===== src/rtl/sqrwav_pkg.sv =====
// Shared types and field widths for the square-wave sequencer.
package sqrwav_pkg;

    localparam int MN_W  = 4;
    localparam int REP_W = 8;

    typedef enum logic [1:0] {IDLE, LOAD, RUN} seq_state_t;

    typedef struct packed {
        logic [MN_W-1:0]  m;
        logic [MN_W-1:0]  n;
        logic [REP_W-1:0] reps;
    } seq_entry_t;

endpackage


===== src/rtl/sqrwav_cfg_regfile.sv =====
// Sequence table: one synchronous write port, one combinational read port.
module sqrwav_cfg_regfile
    import sqrwav_pkg::*;
#(
    parameter int  DEPTH = 8,
    localparam int AW    = $clog2(DEPTH)
) (
    input  logic          clk,
    input  logic          we,
    input  logic [AW-1:0] waddr,
    input  seq_entry_t    wdata,
    input  logic [AW-1:0] raddr,
    output seq_entry_t    rdata
);

    seq_entry_t mem [DEPTH];

    // Contents are deliberately not reset; software programs the table before use.
    always_ff @(posedge clk) begin
        if (we) mem[waddr] <= wdata;
    end

    assign rdata = mem[raddr];

endmodule


===== src/rtl/sqrwav_seq_ctrl.sv =====
// Steps the square-wave generator's m/n through a programmed table, counting
// completed periods on the generator's wave output.
//   state | meaning
//   IDLE  | generator held in reset, waiting for start
//   LOAD  | one cycle: register the current entry, clear period counting
//   RUN   | generator free-running, falls of wave_in advance reps/entries
module sqrwav_seq_ctrl
    import sqrwav_pkg::*;
#(
    parameter int  DEPTH = 8,
    parameter int  MN_W  = 4,
    parameter int  REP_W = 8,
    localparam int AW    = $clog2(DEPTH)
) (
    input  logic             clk,
    input  logic             rst,
    input  logic             cfg_we,
    input  logic [AW-1:0]    cfg_addr,
    input  logic [MN_W-1:0]  cfg_m,
    input  logic [MN_W-1:0]  cfg_n,
    input  logic [REP_W-1:0] cfg_reps,
    input  logic [AW:0]      seq_len,
    input  logic             loop,
    input  logic             start,
    input  logic             stop,
    input  logic             wave_in,
    output logic [MN_W-1:0]  m_out,
    output logic [MN_W-1:0]  n_out,
    output logic             gen_hold,
    output logic             busy,
    output logic             done,
    output logic [AW-1:0]    cur_idx
);

    seq_state_t       state, state_nxt;
    seq_entry_t       wr_entry, rd_entry;
    logic [AW:0]      len_q, len_clamped;
    logic             loop_q;
    logic [REP_W-1:0] reps_q, rep_cnt;
    logic [REP_W:0]   reps_eff;
    logic             wave_q, reload_q;
    logic             fall, rep_last, idx_last, accept;

    assign wr_entry = '{m: cfg_m, n: cfg_n, reps: cfg_reps};

    sqrwav_cfg_regfile #(.DEPTH(DEPTH)) u_regfile (
        .clk   (clk),
        .we    (cfg_we),
        .waddr (cfg_addr),
        .wdata (wr_entry),
        .raddr (cur_idx),
        .rdata (rd_entry)
    );

    assign fall        = wave_q & ~wave_in;
    assign reps_eff    = (reps_q == '0) ? (REP_W+1)'(1) : {1'b0, reps_q};
    assign rep_last    = ({1'b0, rep_cnt} + (REP_W+1)'(1)) >= reps_eff;
    assign idx_last    = ({1'b0, cur_idx} + (AW+1)'(1)) >= len_q;
    assign len_clamped = (seq_len > (AW+1)'(DEPTH)) ? (AW+1)'(DEPTH) : seq_len;
    assign accept      = start && !stop && (seq_len != '0);

    assign gen_hold = (state != RUN);
    assign busy     = (state == LOAD) || (state == RUN);

    always_ff @(posedge clk or negedge rst) begin
        if (!rst) state <= IDLE;
        else      state <= state_nxt;
    end

    always_comb begin
        state_nxt = state;
        case (state)
            IDLE:    if (accept) state_nxt = LOAD;
            LOAD:    state_nxt = stop ? IDLE : RUN;
            RUN: begin
                if (stop)                                      state_nxt = IDLE;
                else if (fall && rep_last && idx_last && !loop_q) state_nxt = IDLE;
            end
            default: state_nxt = IDLE;
        endcase
    end

    // The entry switch is deferred one cycle (reload_q) so the table is read at the new cur_idx.
    always_ff @(posedge clk or negedge rst) begin
        if (!rst) begin
            m_out    <= '0;
            n_out    <= '0;
            reps_q   <= '0;
            rep_cnt  <= '0;
            cur_idx  <= '0;
            len_q    <= '0;
            loop_q   <= 1'b0;
            wave_q   <= 1'b0;
            reload_q <= 1'b0;
            done     <= 1'b0;
        end else begin
            done <= 1'b0;
            case (state)
                IDLE: begin
                    wave_q   <= 1'b0;
                    reload_q <= 1'b0;
                    if (accept) begin
                        len_q   <= len_clamped;
                        loop_q  <= loop;
                        cur_idx <= '0;
                    end
                end
                LOAD: begin
                    m_out    <= rd_entry.m;
                    n_out    <= rd_entry.n;
                    reps_q   <= rd_entry.reps;
                    rep_cnt  <= '0;
                    wave_q   <= 1'b0;
                    reload_q <= 1'b0;
                end
                RUN: begin
                    wave_q   <= wave_in;
                    reload_q <= 1'b0;
                    if (reload_q) begin
                        m_out  <= rd_entry.m;
                        n_out  <= rd_entry.n;
                        reps_q <= rd_entry.reps;
                    end
                    if (!stop && fall) begin
                        if (!rep_last) begin
                            rep_cnt <= rep_cnt + REP_W'(1);
                        end else if (!idx_last) begin
                            cur_idx  <= cur_idx + AW'(1);
                            rep_cnt  <= '0;
                            reload_q <= 1'b1;
                        end else if (loop_q) begin
                            cur_idx  <= '0;
                            rep_cnt  <= '0;
                            reload_q <= 1'b1;
                        end else begin
                            done <= 1'b1;
                        end
                    end
                end
                default: begin
                    wave_q   <= 1'b0;
                    reload_q <= 1'b0;
                end
            endcase
        end
    end

endmodule

===== config.mk =====
export PLATFORM = sky130hd
export DESIGN_NAME = sqrwav_seq_ctrl
export DESIGN_NICKNAME = d
export VERILOG_FILES = /design/src/rtl/sqrwav_pkg.sv /design/src/rtl/sqrwav_cfg_regfile.sv /design/src/rtl/sqrwav_seq_ctrl.sv
export SDC_FILE = /design/constraint.sdc
export NUM_CORES = 1
export LEC_CHECK = 0
export BUFFER_PORTS_ARGS = -buffer_cell sky130_fd_sc_hd__buf_2
export CAP_MARGIN = 10
export CORE_MARGIN = 3
export CORE_UTILIZATION = 50
export DETAILED_ROUTE_END_ITERATION = 10
export GPL_ROUTABILITY_DRIVEN = 0
export GPL_TIMING_DRIVEN = 0
export HOLD_SLACK_MARGIN = 0.15
export PLACE_DENSITY = 0.67
export SLEW_MARGIN = 25
export SYNTH_ARGS = -nofsm -noshare
export SYNTH_HDL_FRONTEND = slang
export SYNTH_SLANG_ARGS = --single-unit
export TNS_END_PERCENT = 30

===== constraint.sdc =====
create_clock -name clk -period 2.65 [get_ports clk]
set_input_delay 0 -clock clk [delete_from_list [all_inputs] [get_ports clk]]
set_output_delay 0 -clock clk [all_outputs]
set_load 0.005 [all_outputs]

---- Word-level counts from Yosys, hierarchy flattened ----
Memory sizes are Yosys's and may differ from the RTL's.
Cells that the tools add are included.
word-level totals
  output and inout bits ................... 14
  memory bits (writable) .................. 128
  memories kept ........................... 1
  bits in latches ......................... 0
  ROM bits ................................ 0
  register bits ........................... 37
  input port bits ......................... 30
  word-level logic and storage cells ...... 87
memories
  name           words  bits a word  rd ports  clocked after Yosys merged registers in  write ports  RTL line                  text
  u_regfile.mem  8      16           1         0                                        1            sqrwav_cfg_regfile.sv:16  seq_entry_t mem [DEPTH];
cells by class
  shift-type cells ........................ 0
  reduce and logical (&&, ||, !) cells .... 19
  eq/ne operators ......................... 10
  bitwise logic cells ..................... 2
  magnitude comparators ................... 3
  $add $sub $neg .......................... 4
  muxes and demuxes ....................... 37
  multipliers ............................. 0
  divide/modulo/power cells ............... 0
operator list
  kind                   number
  $mux W8                6
  $pmux W8 S2            2
  $pmux W4 S2            2
  $mux W3                5
  $mux W1                13
  $mux W4                3
  $add A8 B1 Y9 const B  1
  $ge A9 B8 Y1           1
  $add A8 B1 Y8 const B  1
  $logic_not A8 Y1       1
  $mux W2                4
  $ne A2 B2 Y1 const B   4
  $logic_and A1 B1 Y1    6
  $pmux W2 S3            1
  $pmux W3 S2            1
  $reduce_and A2 Y1      3
  $reduce_and A5 Y1      1
  $add A3 B1 Y4 const B  1
  $ge A4 B4 Y1           1
  $gt A4 B4 Y1 const B   1
  $ne A4 B4 Y1 const B   1
  $reduce_bool A2 Y1     2
  $reduce_bool A4 Y1     1
  $add A3 B1 Y3 const B  1
  11 further kinds       12

---- Logic depth before layout (Yosys ltp) ----
  depth after elaboration ................. 9
  gate-level depth with buffers ........... 12
  depth with buffers taken out ............ 10

---- By module ----
A second synthesis with hierarchy kept.
unflattened totals
  cells, all modules ...................... 395
  area total of the unflattened synthesis .. 7085.5 um^2
by module, submodules not included
  module              times used  cells an instance  area an instance (um^2)  sequential area each (um^2)
  sqrwav_cfg_regfile  1           198                4973.5                   3843.7
  sqrwav_seq_ctrl     1           197                2112.0                   925.9

---- Worst setup path before layout ----
Ideal clock, no wire load.
  path type ............................... reg2reg
  from .................................... reg rep_cnt[0]
  to ...................................... reg rep_cnt[4]
  library setup time ...................... 0.087 ns
  slack ................................... -0.161 ns
  clock period less this slack ............ 2.811 ns
  data required time ...................... 2.563 ns
  stages on the path, launching flop included .. 12
  arrival ................................. 2.724 ns
  path buffers ............................ 1
  path through ............................ dfrtp_1 -> ha_1 -> nand2_1 -> nor2_1 -> xor2_1 -> ha_1 -> and3_1 -> a221o_1 -> a211o_1 -> buf_6 -> or4_1 -> o211ai_1
on the way
  word-level cells in the longest chain between the ends .. 5
  elaborated cells on any way between the ends .. 8
  classes of those cells .................. add/sub (2); order compare (1); eq/ne (1); mux (3); reduce/logical (1)
ends and longest elaborated chain
  what                    RTL line                text
  start, declared         sqrwav_seq_ctrl.sv:39   logic [REP_W-1:0] reps_q, rep_cnt;
  start signal, assigned  sqrwav_seq_ctrl.sv:126  rep_cnt <= rep_cnt + REP_W'(1);
  $add A8 B1 Y9           sqrwav_seq_ctrl.sv:57   assign rep_last = ({1'b0, rep_cnt} + (REP_W+1)'(1)) >= reps_eff;
  $ge A9 B8 Y1            sqrwav_seq_ctrl.sv:57
  $mux W8                 sqrwav_seq_ctrl.sv:125  if (!rep_last) begin
  $mux W8                 sqrwav_seq_ctrl.sv:124  if (!stop && fall) begin
  $pmux W8 S2             sqrwav_seq_ctrl.sv:98   case (state)
Parallel ways exist; a longest one is shown, timed or not. The select of a mux whose other input is x is not followed.
A chain may end at the register's enable or synchronous reset.

---- Worst setup path in the final report ----
  from .................................... reg rep_cnt[4]
  to ...................................... reg rep_cnt[3]
on the way
  word-level cells in the longest chain between the ends .. 5
  elaborated cells on any way between the ends .. 7
  classes of those cells .................. add/sub (1); order compare (1); eq/ne (1); mux (3); reduce/logical (1)
ends and longest elaborated chain
  what             RTL line
  $add A8 B1 Y9 *  sqrwav_seq_ctrl.sv:57
  $ge A9 B8 Y1 *   sqrwav_seq_ctrl.sv:57
  $mux W8          sqrwav_seq_ctrl.sv:125
  $mux W8          sqrwav_seq_ctrl.sv:124
  $pmux W8 S2      sqrwav_seq_ctrl.sv:98
Mark *: on every way between the ends. The rest lies on a longest branch, timed or not. The select of a mux whose other input is x is not followed.

==> run_results.csv <==
group,metric,value,unit
outcome,status,"finished with violations",
outcome,violations,"negative setup slack",
clocking,cts_buffers,17,
worst_setup_path,max_stage_delay,500,ps
power_and_ir_drop,seqPwrFrac,0.444,
power_and_ir_drop,power.total,0.00715,W
clocking,clk_pin_slew_worst_paths,70,ps
placed_design,post-place-ws,-709,ps
worst_setup_path,cp_data_required_time,3000,ps
global_route,met1_usage,0.299,
global_route,grt_busiest_layer,"met2",
sta,final-setup-viol-count,13,
global_route,antenna_found_initial,0,
worst_setup_path,crit_path_top_delay_cell,"or4b_1",
global_route,use_met3,0.0446,
clocking,insertion_delay,420,ps
synth,synth_ff_type,"edfxtp_1",
final_layout,antenna_cells,0,
global_route,track_usage,0.213,
route,routedWlPerCell,21.0,um
route,wl,15600,um
final_layout,drive_gt1_frac,0.313,
worst_setup_path,criticalPathCategory,"register to register",
synth,synthArstFlopShare,0.224,
power_and_ir_drop,switchingPower,0.00214,W
route,detail-route-antenna-nets,0,
synth,synth-seq-cells,165,
synth,syn_nets,483,
power_and_ir_drop,power_frac_clock,0.316,
sta,drv_slew,0,
sta,timing.final.ws_setup,-164,ps
global_route,grt_overflow_total,0,
global_route,grt_max_degree,38,
sta,worst_pin_slew,1000,ps
route,viasPerCell,5.76,
global_route,met2_usage,0.339,
power_and_ir_drop,peakVddDrop,444,uV
power_and_ir_drop,p_int,0.00501,W
global_route,grt_first_pass_wirelength,25100,um
sta,rsz0062_at_grt,"yes",
sta,whs,179,ps
worst_setup_path,critPathTopFamily,"simple AND/OR/NAND/NOR gates",
placed_design,dpl.hpwl,9850,um
power_and_ir_drop,p_sw_frac,0.299,
route,drc,0,
worst_setup_path,crit_path_start_kind,"register",
worst_setup_path,crit_arrival,3170,ps
die,io_pins,44,
sta,min_period,2810,ps
die,die_x,124,um
min_path,hold_path_class,"input port to register",
route,vias,4271,
synth,ys_types,50,
flow_run,max_cap_viol_count,0,
route,drtIter0Drc,487,
route,dr.pass1.iters,5,
min_path,hold_start,"cfg_addr[2]",
synth,synth_area,7010,sq um
sta,hold_viol_final,0,
sta,relSlewSlack,0.331,
global_route,grt_pass1_vias,4478,
sta,max_freq,355,MHz
synth,synth-seq-area-share,0.680,
die,die_y,124,um
worst_setup_path,reg2reg_from,"rep_cnt[4]$_DFFE_PN0P_",
clocking,ctsLongestPathBuffers,2,
sta,skew,9.56,ps
power_and_ir_drop,p_leak,3.20,nW
clocking,cts_tree,"done",
synth,post-synth-top-area-fraction,0.548,
clocking,root_buffer,"clkbuf_16",
synth,synth-edff-count,128,
synth,yosysWarnings,0,
placed_design,numPortBuffers,43,
worst_setup_path,cp_num_buf_inv,1,
power_and_ir_drop,power_density,821,nW/um^2
power_and_ir_drop,combPwrFrac,0.240,
synth,syn_area_per_cell,16.1,sq um
die,dieArea,15500,sq um
die,core_region_area,13500,sq um
clocking,cts_max_level,4,
final_layout,nets,599,
synth,synth_area_leaders,"edfxtp_1 (55%), dfrtp_1 (13%), mux4_2 (10%)",
synth,yosysTopAreaCell,"edfxtp_1",
worst_setup_path,crit_chain,"nand3_4, nor3_2, xor2_1, ha_1, and3_4, a221o_1, a211o_1, buf_6, or4b_1, nand3_1",
worst_setup_path,crit_fanout,5,
clocking,clock-sinks,165,
synth,synthCells,436,
sta,timing.final.crit_share,1.06,
die,start_util,0.521,
worst_setup_path,critPathLaunch,"rep_cnt[4]$_DFFE_PN0P_",
final_layout,synthToLayoutAreaGrowth,24.2,%
die,rows,42,
worst_setup_path,end_kind,"register",
## synthesized netlist by cell type (6+ instances only)
cell type    n
o21ai_0     25
nand2b_1     6
nor2_1      11
nand3_1      6
nand2_1     47
buf_2        7
mux4_2      32
edfxtp_1   128
inv_1       13
ha_1        17
dfrtp_1     37
nor3_1       7
clkbuf_1    10
mux2i_1     20
## sequential cells by signal, indices dropped and copies added (netlist names), 2 cells and up
signal / count
u_regfile.mem: 128
state: 2
n_out: 4
cur_idx: 3
len_q: 4
rep_cnt: 8
reps_q: 8
m_out: 4
## routing by layer
layer	routed length, um	up-vias
met5	0	-
met4	156	0
met3	737	15
met2	7820	134
met1	6880	2185
li1	-	1937
## cells in the final DEF, fill, tap and decap left out, types with 3 or more instances in the layout
cell type | synthesis | layout
edfxtp_1 | 128 | 128
buf_2 | 7 | 47
nand2_1 | 47 | 44
mux4_2 | 32 | 32
dfrtp_1 | 37 | 31
dlygate4sd3_1 | 0 | 31
o21ai_0 | 25 | 22
buf_4 | 0 | 21
mux2i_1 | 20 | 20
clkbuf_16 | 0 | 17
ha_1 | 17 | 16
inv_1 | 13 | 13
clkbuf_1 | 10 | 10
buf_6 | 1 | 6
nand2b_1 | 6 | 6
dfrtp_2 | 0 | 6
xor2_1 | 5 | 5
nand4_1 | 5 | 5
nor2_1 | 11 | 4
nor3_2 | 0 | 4
nor2_4 | 0 | 4
nand3b_1 | 4 | 4
a31oi_1 | 4 | 4
clkinvlp_4 | 0 | 4
nor2_2 | 0 | 3
nand3_1 | 6 | 3
o21ai_1 | 0 | 3
nor3_1 | 7 | 3
and2_1 | 3 | 3
or4_1 | 4 | 3
o211ai_1 | 3 | 3
clkbuf_8 | 0 | 3
## final timing paths
path                                                 end  slack [ps]  cells past startpoint
min in group asynchronous         rep_cnt[2]$_DFFE_PN0P_         640                      3
min                        u_regfile.mem[4][3]$_DFFE_PP_         180                      3
max in group asynchronous         cur_idx[2]$_DFFE_PN0P_        1610                      3
max                               rep_cnt[3]$_DFFE_PN0P_        -160                     10
min reg2reg                         n_out[1]$_DFFE_PN0P_         480                      2
max reg2reg                       rep_cnt[3]$_DFFE_PN0P_        -160                     10
## worst reg2reg max path, stage by stage, from the launching register on
cell and delay [ps]:
dfrtp_2 440, nand3_4 120, nor3_2 140, xor2_1 230, ha_1 280, and3_4 190
a221o_1 330, a211o_1 290, buf_6 160, or4b_1 500, nand3_1 80
## layout make-up
type	instances	area [sq um]
flip-flops and latches	165	4780
fillers	975	4750
multi-input cells	237	2270
repair buffers	98	734
clock buffers	22	474
well taps	176	220
plain buffers	19	105
clock inverters	10	75.1
inverters	14	52.6
## power by group through the flow
stage | Sequential (W) | Clock, W | Combinational [W]
after floorplan | 0.00320 | 0 | 0.000938
after CTS | 0.00318 | 0.00228 | 0.00164
after global routing | 0.00320 | 0.00240 | 0.00191
after global placement | 0.00321 | 0 | 0.00141
final | 0.00317 | 0.00226 | 0.00172
after detailed placement | 0.00323 | 0 | 0.00148
## per-stage QoR
step / instance area (sq um) / std cells / setup TNS, ps / utilization
CTS: 8640 / 740 / -908 / 0.642
detailed placement: 7590 / 662 / -8010 / 0.564
global placement: 7480 / 655 / -12830 / 0.556
global route: 8710 / 741 / -2790 / 0.647
floorplan: 7040 / 436 / -47.9 / -
finish: 8710 / 741 / -1180 / 0.647
## kinds of logic after synthesis
family	share of synthesized area
fa+ha+maj	0.0303
xor+xnor	0.00875
compound gates	0.0532
mux	0.133
flops	0.680
simple gates	0.0737
buf+inv	0.0205
## repair_timing
item | in CTS | in global routing
setup endpoints to repair | 15 | 15
cloned | 1 | 0
hold buffers | 30 | 1
pin swaps | 8 | 4
setup buffers | 16 | 0
gates resized for setup | 21 | 14
hold endpoints to repair | 184 | 3
No activity file was read; power rests on OpenSTA's default activity.
